===== src/rtl/inst_fetch_queue.sv =====
// inst_fetch_queue: single-outstanding instruction fetcher feeding a prefetch FIFO towards decode
module inst_fetch_queue #(
    parameter int          DEPTH    = 4,
    parameter logic [31:0] RESET_PC = 32'h0
) (
    input  logic        clk,
    input  logic        rst,
    input  logic        redirect_valid,
    input  logic [31:0] redirect_pc,
    output logic        imem_req,
    output logic [31:0] imem_addr,
    input  logic        imem_ack,
    input  logic [31:0] imem_rdata,
    output logic        inst_valid,
    output logic [31:0] inst_data,
    output logic [31:0] inst_pc,
    input  logic        inst_ready
);
    localparam int AW = $clog2(DEPTH);
    typedef enum logic [1:0] {IDLE, REQ, FLUSH} state_t;
    state_t state;
    logic [31:0] fetch_pc, rpc, head_pc, head_data;
    logic [31:0] mem_pc [DEPTH];
    logic [31:0] mem_data [DEPTH];
    logic [AW-1:0] wr_ptr, rd_ptr, rd_nxt;
    logic [AW:0] count, count_nxt;
    logic ack, push, pop, credit, bypass;
    assign rpc       = {redirect_pc[31:2], 2'b00};
    assign ack       = imem_req & imem_ack;
    assign push      = ack & (state == REQ) & !redirect_valid;
    assign pop       = inst_valid & inst_ready & !redirect_valid;
    assign count_nxt = count + (AW+1)'(push) - (AW+1)'(pop);
    assign credit    = count_nxt < (AW+1)'(DEPTH);
    assign rd_nxt    = rd_ptr + AW'(pop);
    assign bypass    = push & (wr_ptr == rd_nxt);
    assign head_pc   = bypass ? imem_addr : mem_pc[rd_nxt];
    assign head_data = bypass ? imem_rdata : mem_data[rd_nxt];
    // fetch control: issue, hold until ack, back-to-back refetch, and discard of the in-flight word on redirect
    always_ff @(posedge clk) begin
        if (rst) begin
            state    <= IDLE;
            imem_req <= 1'b0;
            imem_addr <= 32'h0;
            fetch_pc <= RESET_PC;
        end else begin
            if (redirect_valid)
                fetch_pc <= rpc;
            case (state)
                IDLE: if (!redirect_valid && credit) begin
                    imem_req  <= 1'b1;
                    imem_addr <= fetch_pc;
                    state     <= REQ;
                end
                REQ: if (redirect_valid && ack) begin
                    imem_addr <= rpc;
                end else if (redirect_valid) begin
                    state <= FLUSH;
                end else if (ack) begin
                    fetch_pc <= fetch_pc + 32'd4;
                    if (credit) begin
                        imem_addr <= fetch_pc + 32'd4;
                    end else begin
                        imem_req <= 1'b0;
                        state    <= IDLE;
                    end
                end
                FLUSH: if (ack) begin
                    imem_addr <= redirect_valid ? rpc : fetch_pc;
                    state     <= REQ;
                end
                default: state <= IDLE;
            endcase
        end
    end
    // FIFO storage; pushes never target a full FIFO thanks to the credit check
    always_ff @(posedge clk) begin
        if (push) begin
            mem_pc[wr_ptr]   <= imem_addr;
            mem_data[wr_ptr] <= imem_rdata;
        end
    end
    // FIFO pointers, occupancy and registered head; redirect empties the queue and cancels the pop
    always_ff @(posedge clk) begin
        if (rst || redirect_valid) begin
            count      <= '0;
            wr_ptr     <= '0;
            rd_ptr     <= '0;
            inst_valid <= 1'b0;
            if (rst) begin
                inst_data <= 32'h0;
                inst_pc   <= 32'h0;
            end
        end else begin
            count      <= count_nxt;
            wr_ptr     <= wr_ptr + AW'(push);
            rd_ptr     <= rd_nxt;
            inst_valid <= count_nxt != '0;
            if (count_nxt != '0) begin
                inst_pc   <= head_pc;
                inst_data <= head_data;
            end
        end
    end
endmodule


===== config.mk =====
export PLATFORM = sky130hd
export DESIGN_NAME = inst_fetch_queue
export DESIGN_NICKNAME = d
export VERILOG_FILES = /design/src/rtl/inst_fetch_queue.sv
export SDC_FILE = /design/constraint.sdc
export NUM_CORES = 1
export LEC_CHECK = 0
export BUFFER_PORTS_ARGS = -buffer_cell sky130_fd_sc_hd__buf_4
export CAP_MARGIN = 10
export CORE_AREA = 2 2 178 180
export CTS_CLUSTER_SIZE = 28
export DETAILED_ROUTE_END_ITERATION = 7
export DIE_AREA = 0 0 180 182
export PLACE_DENSITY = 0.74
export SLEW_MARGIN = 20
export SYNTH_ARGS = -nofsm -noshare
export SYNTH_HDL_FRONTEND = slang
export SYNTH_SLANG_ARGS = --single-unit
export TNS_END_PERCENT = 20

===== constraint.sdc =====
create_clock -name clk -period 14.4 [get_ports clk]
set_input_delay 0.72 -clock clk [delete_from_list [all_inputs] [get_ports clk]]
set_output_delay 0.72 -clock clk [all_outputs]
set_load 0.005 [all_outputs]

[After elaboration in Yosys (flattened, before gate mapping)]
Memories as Yosys holds them, arrays and structs flattened.
Cells that the tools add are included.
Cells by class
  bitwise gates (word level): 6
  $lt $le $gt $ge: 1
  equality and inequality tests: 15
  add/sub/neg operators: 5
  mux-type cells: 34
  reductions and logical operators: 13
Operators by type and width (number)
  two-way mux 32 bit: 18
  one-hot mux 32 bit (3 select lines): 1
  adder 32 x 3 -> 32 bit (second input constant): 1
  != test 2 bit (second input constant): 7
  two-way mux 2 bit: 6
  AND reduction 6 bit: 2
  != test 3 x 2 -> 1 bit (second input constant): 3
  two-way mux 1 bit: 7
  bitwise AND 1 bit: 6
  != test 3 bit (second input constant): 2
  one-hot mux 2 bit (3 select lines): 1
  nonzero test 3 bit: 2
  AND reduction 5 bit: 1
  adder 2 x 1 -> 2 bit: 2
  nonzero test 2 bit: 2
  adder 3 x 1 -> 3 bit: 1
  < comparator 3 bit (second input constant): 1
  subtractor 3 x 1 -> 3 bit: 1
  == test 2 x 1 -> 1 bit (second input constant): 1
  == test 2 bit: 1
  == test 2 bit (second input constant): 1
  logical AND 1 bit: 2
  zero test 2 bit: 1
  one-hot mux 1 bit (2 select lines): 1
  3 further kinds: 3
Storage, ports and cells
  logic and storage cells: 86
  memory bits (writable): 256
  register bits: 139
  output and inout port bits: 98
  bits of input ports: 69
  memories: 2
Memories
  mem_data: words 4, width 32, rd ports 1, clocked after Yosys merged registers in 0, wr ports 1, line 24  | logic [31:0] mem_data [DEPTH];
  mem_pc: words 4, width 32, rd ports 1, clocked after Yosys merged registers in 0, wr ports 1, line 23  | logic [31:0] mem_pc [DEPTH];

[Logic depth before layout (Yosys ltp)]
  word-level depth: 11
  depth in mapped cells: 16
  mapped depth without buffers: 14

[Least setup slack after synthesis]
Ideal clock, no wire load.
  path kind: input to register
  start: input imem_ack
  end: memory mem_data[1][0], enable pin
  data arrival time: 5.844 ns
  path buffers: 0
  stages: 4
  library setup time: 0.578 ns
  required time: 13.822 ns
  setup slack: 7.978 ns
  path through: nand3_1 -> nor2_1 -> inv_1 -> nor3b_1
On the way
  word-level cells in the longest chain between the ends: 5
RTL lines
  from (decl): line 12  | input logic imem_ack,
  bitwise AND 1 bit: line 29  | assign ack = imem_req & imem_ack;
  bitwise AND 1 bit (2 in series): line 30  | assign push = ack & (state == REQ) & !redirect_valid;
  two-way mux 1 bit: line 77  | if (push) begin
  two-way mux 1 bit (not written as such): line 79  | mem_data[wr_ptr] <= imem_rdata;
  to (decl): line 24
Every way passes these cells.

[Worst setup path after layout]
  start: register state[1]
  end: register imem_addr[28]
On the way
  word-level cells in the longest chain between the ends: 9
  elaborated cells between the ends (all ways): 17
  classes of those cells: add/sub (2); order compare (1); eq/ne (7); mux (1); bitwise (2); reduce/logical (4)
RTL lines
  from (decl): line 21  | state_t state;
  from (signal assigned): line 41  | state <= IDLE;
  from (signal assigned): line 52  | state <= REQ;
  from (signal assigned): line 57  | state <= FLUSH;
  == test 2 x 1 -> 1 bit: line 30, 48
  bitwise AND 1 bit (2 in series): line 30
  adder 3 x 1 -> 3 bit: line 32  | assign count_nxt = count + (AW+1)'(push) - (AW+1)'(pop);
  subtractor 3 x 1 -> 3 bit: line 32
  < comparator 3 bit: line 33  | assign credit = count_nxt < (AW+1)'(DEPTH);
  logical AND 1 bit: line 49  | IDLE: if (!redirect_valid && credit) begin
  != test 2 bit (no line)
  AND reduction 6 bit (no line)
  to (signal assigned): line 51  | imem_addr <= fetch_pc;
  to (signal assigned): line 55  | imem_addr <= rpc;
  to (signal assigned): line 61  | imem_addr <= fetch_pc + 32'd4;
  to (decl): line 11  | output logic [31:0] imem_addr,
Several ways; a longest one is shown, not always the timed one.
A chain may end at the register's enable or synchronous reset.

==> impl_metrics.tcl <==
set metrics [dict create \
    status "finished clean" \
    clkLatencyLatePin_ps 530 \
    r2r-start "state[1]$_SDFFE_PP0P_" \
    synth_seq_cells 395 \
    switching_share_pct 24.3 \
    clk_pin_slew_ps 60 \
    area_growth_pct 16.7 \
    wl_microns 37900 \
    p_switching_w 0.000643 \
    io_pins 167 \
    fin_util_pct 63.1 \
    die_h_microns 182 \
    cap_violations 0 \
    die-area_sq_mm 0.0328 \
    cts_buffer_depth 3 \
    nFillCells 2247 \
    grt_pass1_vias 10566 \
    post_drt_wl_per_cell_microns 21.4 \
    diodes 0 \
    start_util_pct 54.0 \
    cts_tree "yes" \
    syn-cell-area_sq_mm 0.0167 \
    synth-edff-count 320 \
    grt_usage_pct 22.9 \
    gp_congestion 0.883 \
    crit_chain "inv_1 -> ha_1 -> nand3_1 -> nor2_1 -> inv_1 -> ha_1 -> inv_1 -> ha_1 -> fa_1 -> xnor3_1 -> nor2_1 -> o21a_2 -> o21ai_0 -> a221oi_2" \
    min_period_over_period_pct 32.4 \
    post_cts_resized 0 \
    drc 0 \
    timing.rr.end "imem_addr[28]$_SDFFE_PP0P_" \
    cp-end-kind "flip-flop" \
    min_period_ps 4670 \
    hpwl_microns 22300 \
    firstDrtPassIters 7 \
    synth_cell_type_count 65 \
    cp-start-kind "flip-flop" \
    reg2reg_depth 14 \
    numPortBuffers 164 \
    ys_warn_count 0 \
    vdd_drop_max_uv 96.4 \
    crit_family "adder cells" \
    postSynthCellCount 1223 \
    r2r_slack_ps 9730 \
    slew_violations 0 \
    vias 10746 \
    grt_max_degree 68 \
    antenna_found_initial 0 \
    combinationalPowerShare_pct 9.9 \
    power_density_mw_per_mm2 136 \
    cts_root_buf "clkbuf_16" \
    internal_power_w 0.00201 \
    multi_input_area_sq_mm 0.00524 \
    synth.avg_cell_area_sq_um 13.7 \
    crit_slowest_cell "o21a_2" \
    synthesis.nets 1302 \
    p_leak_nw 6.64 \
    numCtsBuffers 41 \
    maxSlewHeadroom_pct 23.0 \
    clock_sinks 395 \
    dominantRegCellSynth "edfxtp_1" \
    drive_above_1_share_pct 23.5 \
    seq_power_share_pct 51.7 \
    post-place-ws_ps 9730 \
    postRouteAntennaNets 0 \
    crit_path_end "imem_addr[28]$_SDFFE_PP0P_" \
    path_depth 14 \
    setup_ws_ps 9730 \
    cts_setup_buffers 0 \
    rsz0062_at_grt "no" \
    max_slew.worst_pin.slew_ps 1150 \
    fin_worst_skew_ps 17.7 \
    finalHoldViolCount 0 \
    tns_ps 0 \
    nNetsFinal 1422 \
    dp.cells 1702 \
    grt_pass1_wl_microns 59200 \
    overflow 0 \
    cp-startpoint "state[1]$_SDFFE_PP0P_" \
    cts_hold_buf 0 \
    via_per_inst 6.05 \
    hold_depth 1 \
    first_iter_violations 1015 \
    critical_path_class "reg2reg" \
    h-tree-depth 2 \
    core_area_sq_mm 0.0310 \
    cp_data_arrival_time_ps 5100 \
    ys_seq_area_share_pct 66.4 \
    die_w_microns 180 \
    row_count 65 \
    cp_num_buf_inv 3 \
    min_path_type "in2reg" \
    slowest_delay_ps 780 \
    synthArstFlopShare_pct 0 \
    layout.area.seq_sq_mm 0.0111 \
    finalSetupViolCount 0 \
    worstPathRequired_ps 14830 \
    final_cell_count_no_fill 1775 \
    clockPowerShare_pct 38.4 \
    fmax_mhz 214 \
    crit_path_max_fanout 44 \
]
==> cell usage in the layout, fill, tap and decap left out, types with 4 or more instances in the layout <==
| cell | count |
|---|---|
| a211oi_1 | 36 |
| a21oi_1 | 90 |
| a221o_1 | 7 |
| a221oi_1 | 10 |
| a222oi_1 | 9 |
| a311oi_1 | 6 |
| a31oi_1 | 4 |
| and2_1 | 10 |
| and3_1 | 5 |
| buf_4 | 174 |
| clkbuf_1 | 9 |
| clkbuf_16 | 44 |
| clkinv_1 | 7 |
| clkinv_2 | 5 |
| clkinvlp_4 | 4 |
| dfxtp_1 | 75 |
| edfxtp_1 | 320 |
| ha_1 | 8 |
| inv_1 | 19 |
| mux4_2 | 64 |
| nand2_1 | 178 |
| nand3_1 | 14 |
| nand4_1 | 8 |
| nor2_1 | 60 |
| nor3_1 | 22 |
| nor4_1 | 19 |
| o21ai_0 | 37 |
| o221a_2 | 7 |
| o31a_1 | 4 |
| or3_1 | 8 |
| or4_1 | 7 |
| xnor2_1 | 28 |
| xor2_1 | 9 |
==> metrics by stage <==
step / area [sq um] / total power (W) / hold WS [ps]
after detailed placement: 18200 / 0.00166 / 445
final: 19500 / 0.00265 / 406
after global routing: 19500 / 0.00275 / 395
after CTS: 19500 / 0.00267 / 391
after global placement: 18200 / 0.00165 / 441
after floorplan: 16700 / 0.00151 / 429
==> worst reg2reg max path, delay by kind of cell (launching register included) <==
family	cells	cell delay, ps
buf+inv	3	330
simple gates	3	830
xor+xnor	1	410
flops	1	330
compound gates	3	1320
fa+ha+maj	4	1370
==> area by class of cell <==
class | instances | share of cell area, %
Sequential cell | 395 | 56.9
Multi-Input combinational cell | 711 | 26.8
Inverter | 20 | 0.384
Clock buffer | 53 | 5.81
Clock inverter | 20 | 0.839
Tap cell | 402 | 2.57
Timing Repair Buffer | 174 | 6.69
==> logic make-up (layout without fill, tap and decap cells) <==
logic type / Yosys count / in the layout / synth area share [%]
AOI/OAI and AO/OA: 240 / 240 / 9.49
DFF: 395 / 395 / 66.4
muxes: 67 / 67 / 8.81
xor gates and xnor gates: 40 / 40 / 2.27
buffers and inverters: 117 / 267 / 2.71
and+or+nand+nor: 354 / 354 / 9.56
adders and majority gates: 10 / 10 / 0.792
==> per-layer routing <==
metal | up-vias | share of wire, % | track usage [%] | routed length [microns]
li1 | 4924 | - | - | -
met1 | 5294 | 41 | 31.1 | 15500
met2 | 458 | 48 | 37.9 | 18300
met3 | 70 | 8.3 | 4.39 | 3150
met4 | 0 | 2.5 | 7.02 | 961
met5 | - | 0 | 0 | 0
==> power by group through the flow <==
stage,clock network [W],logic (W),registers [W]
2_1_floorplan,0,0.000150,0.00136
3_3_place_gp,0,0.000256,0.00139
3_5_place_dp,0,0.000262,0.00139
4_1_cts,0.00103,0.000264,0.00137
5_1_grt,0.00108,0.000289,0.00138
6_report,0.00102,0.000263,0.00137
==> worst min-delay path by stage <==
| stage | from | slack, ps | endpoint |
|---|---|---|---|
| 2_1_floorplan | fetch_pc[0]$_SDFFE_PP0P_ | 430 | fetch_pc[0]$_SDFFE_PP0P_ |
| 3_3_place_gp | fetch_pc[1]$_SDFFE_PP0P_ | 440 | fetch_pc[1]$_SDFFE_PP0P_ |
| 3_5_place_dp | fetch_pc[1]$_SDFFE_PP0P_ | 450 | fetch_pc[1]$_SDFFE_PP0P_ |
| 4_1_cts | imem_rdata[4] | 390 | mem_data[1][4]$_DFFE_PP_ |
| 5_1_grt | imem_rdata[30] | 390 | mem_data[3][30]$_DFFE_PP_ |
| 6_report | imem_rdata[30] | 410 | mem_data[3][30]$_DFFE_PP_ |
==> state kept, by name, summed over array words and instances (netlist names) <==
signal,cells
count,3
fetch_pc,32
imem_addr,32
imem_req,1
inst_data,32
inst_pc,32
inst_valid,1
mem_data,128
mem_pc,128
rd_ptr,2
state,2
wr_ptr,2
==> Yosys cell counts, types with 4 or more instances <==
| cell | n | area share (%) |
|---|---|---|
| buf_1 | 16 | 0.36 |
| clkbuf_1 | 70 | 1.6 |
| nor3_1 | 23 | 0.69 |
| a211oi_1 | 36 | 1.6 |
| dfxtp_1 | 75 | 9.0 |
| a311oi_1 | 6 | 0.31 |
| a221o_1 | 7 | 0.42 |
| a21oi_1 | 90 | 2.7 |
| nand4_1 | 8 | 0.30 |
| xor2_1 | 10 | 0.52 |
| a221oi_1 | 10 | 0.52 |
| o31a_1 | 4 | 0.21 |
| o221a_2 | 7 | 0.47 |
| nor4_1 | 19 | 0.71 |
| a222oi_1 | 9 | 0.54 |
| nand2_1 | 179 | 4.0 |
| and3_1 | 7 | 0.26 |
| nor2_1 | 61 | 1.4 |
| and2_1 | 10 | 0.37 |
| buf_2 | 9 | 0.27 |
| or4_1 | 7 | 0.31 |
| mux4_2 | 64 | 8.6 |
| o21ai_0 | 38 | 1.1 |
| a31oi_1 | 4 | 0.15 |
| inv_1 | 19 | 0.43 |
| edfxtp_1 | 320 | 57 |
| or3_1 | 8 | 0.30 |
| xnor2_1 | 28 | 1.5 |
| o21a_1 | 4 | 0.18 |
| ha_1 | 9 | 0.67 |
| nand3_1 | 15 | 0.45 |
Power figures use the tool's default switching activity.
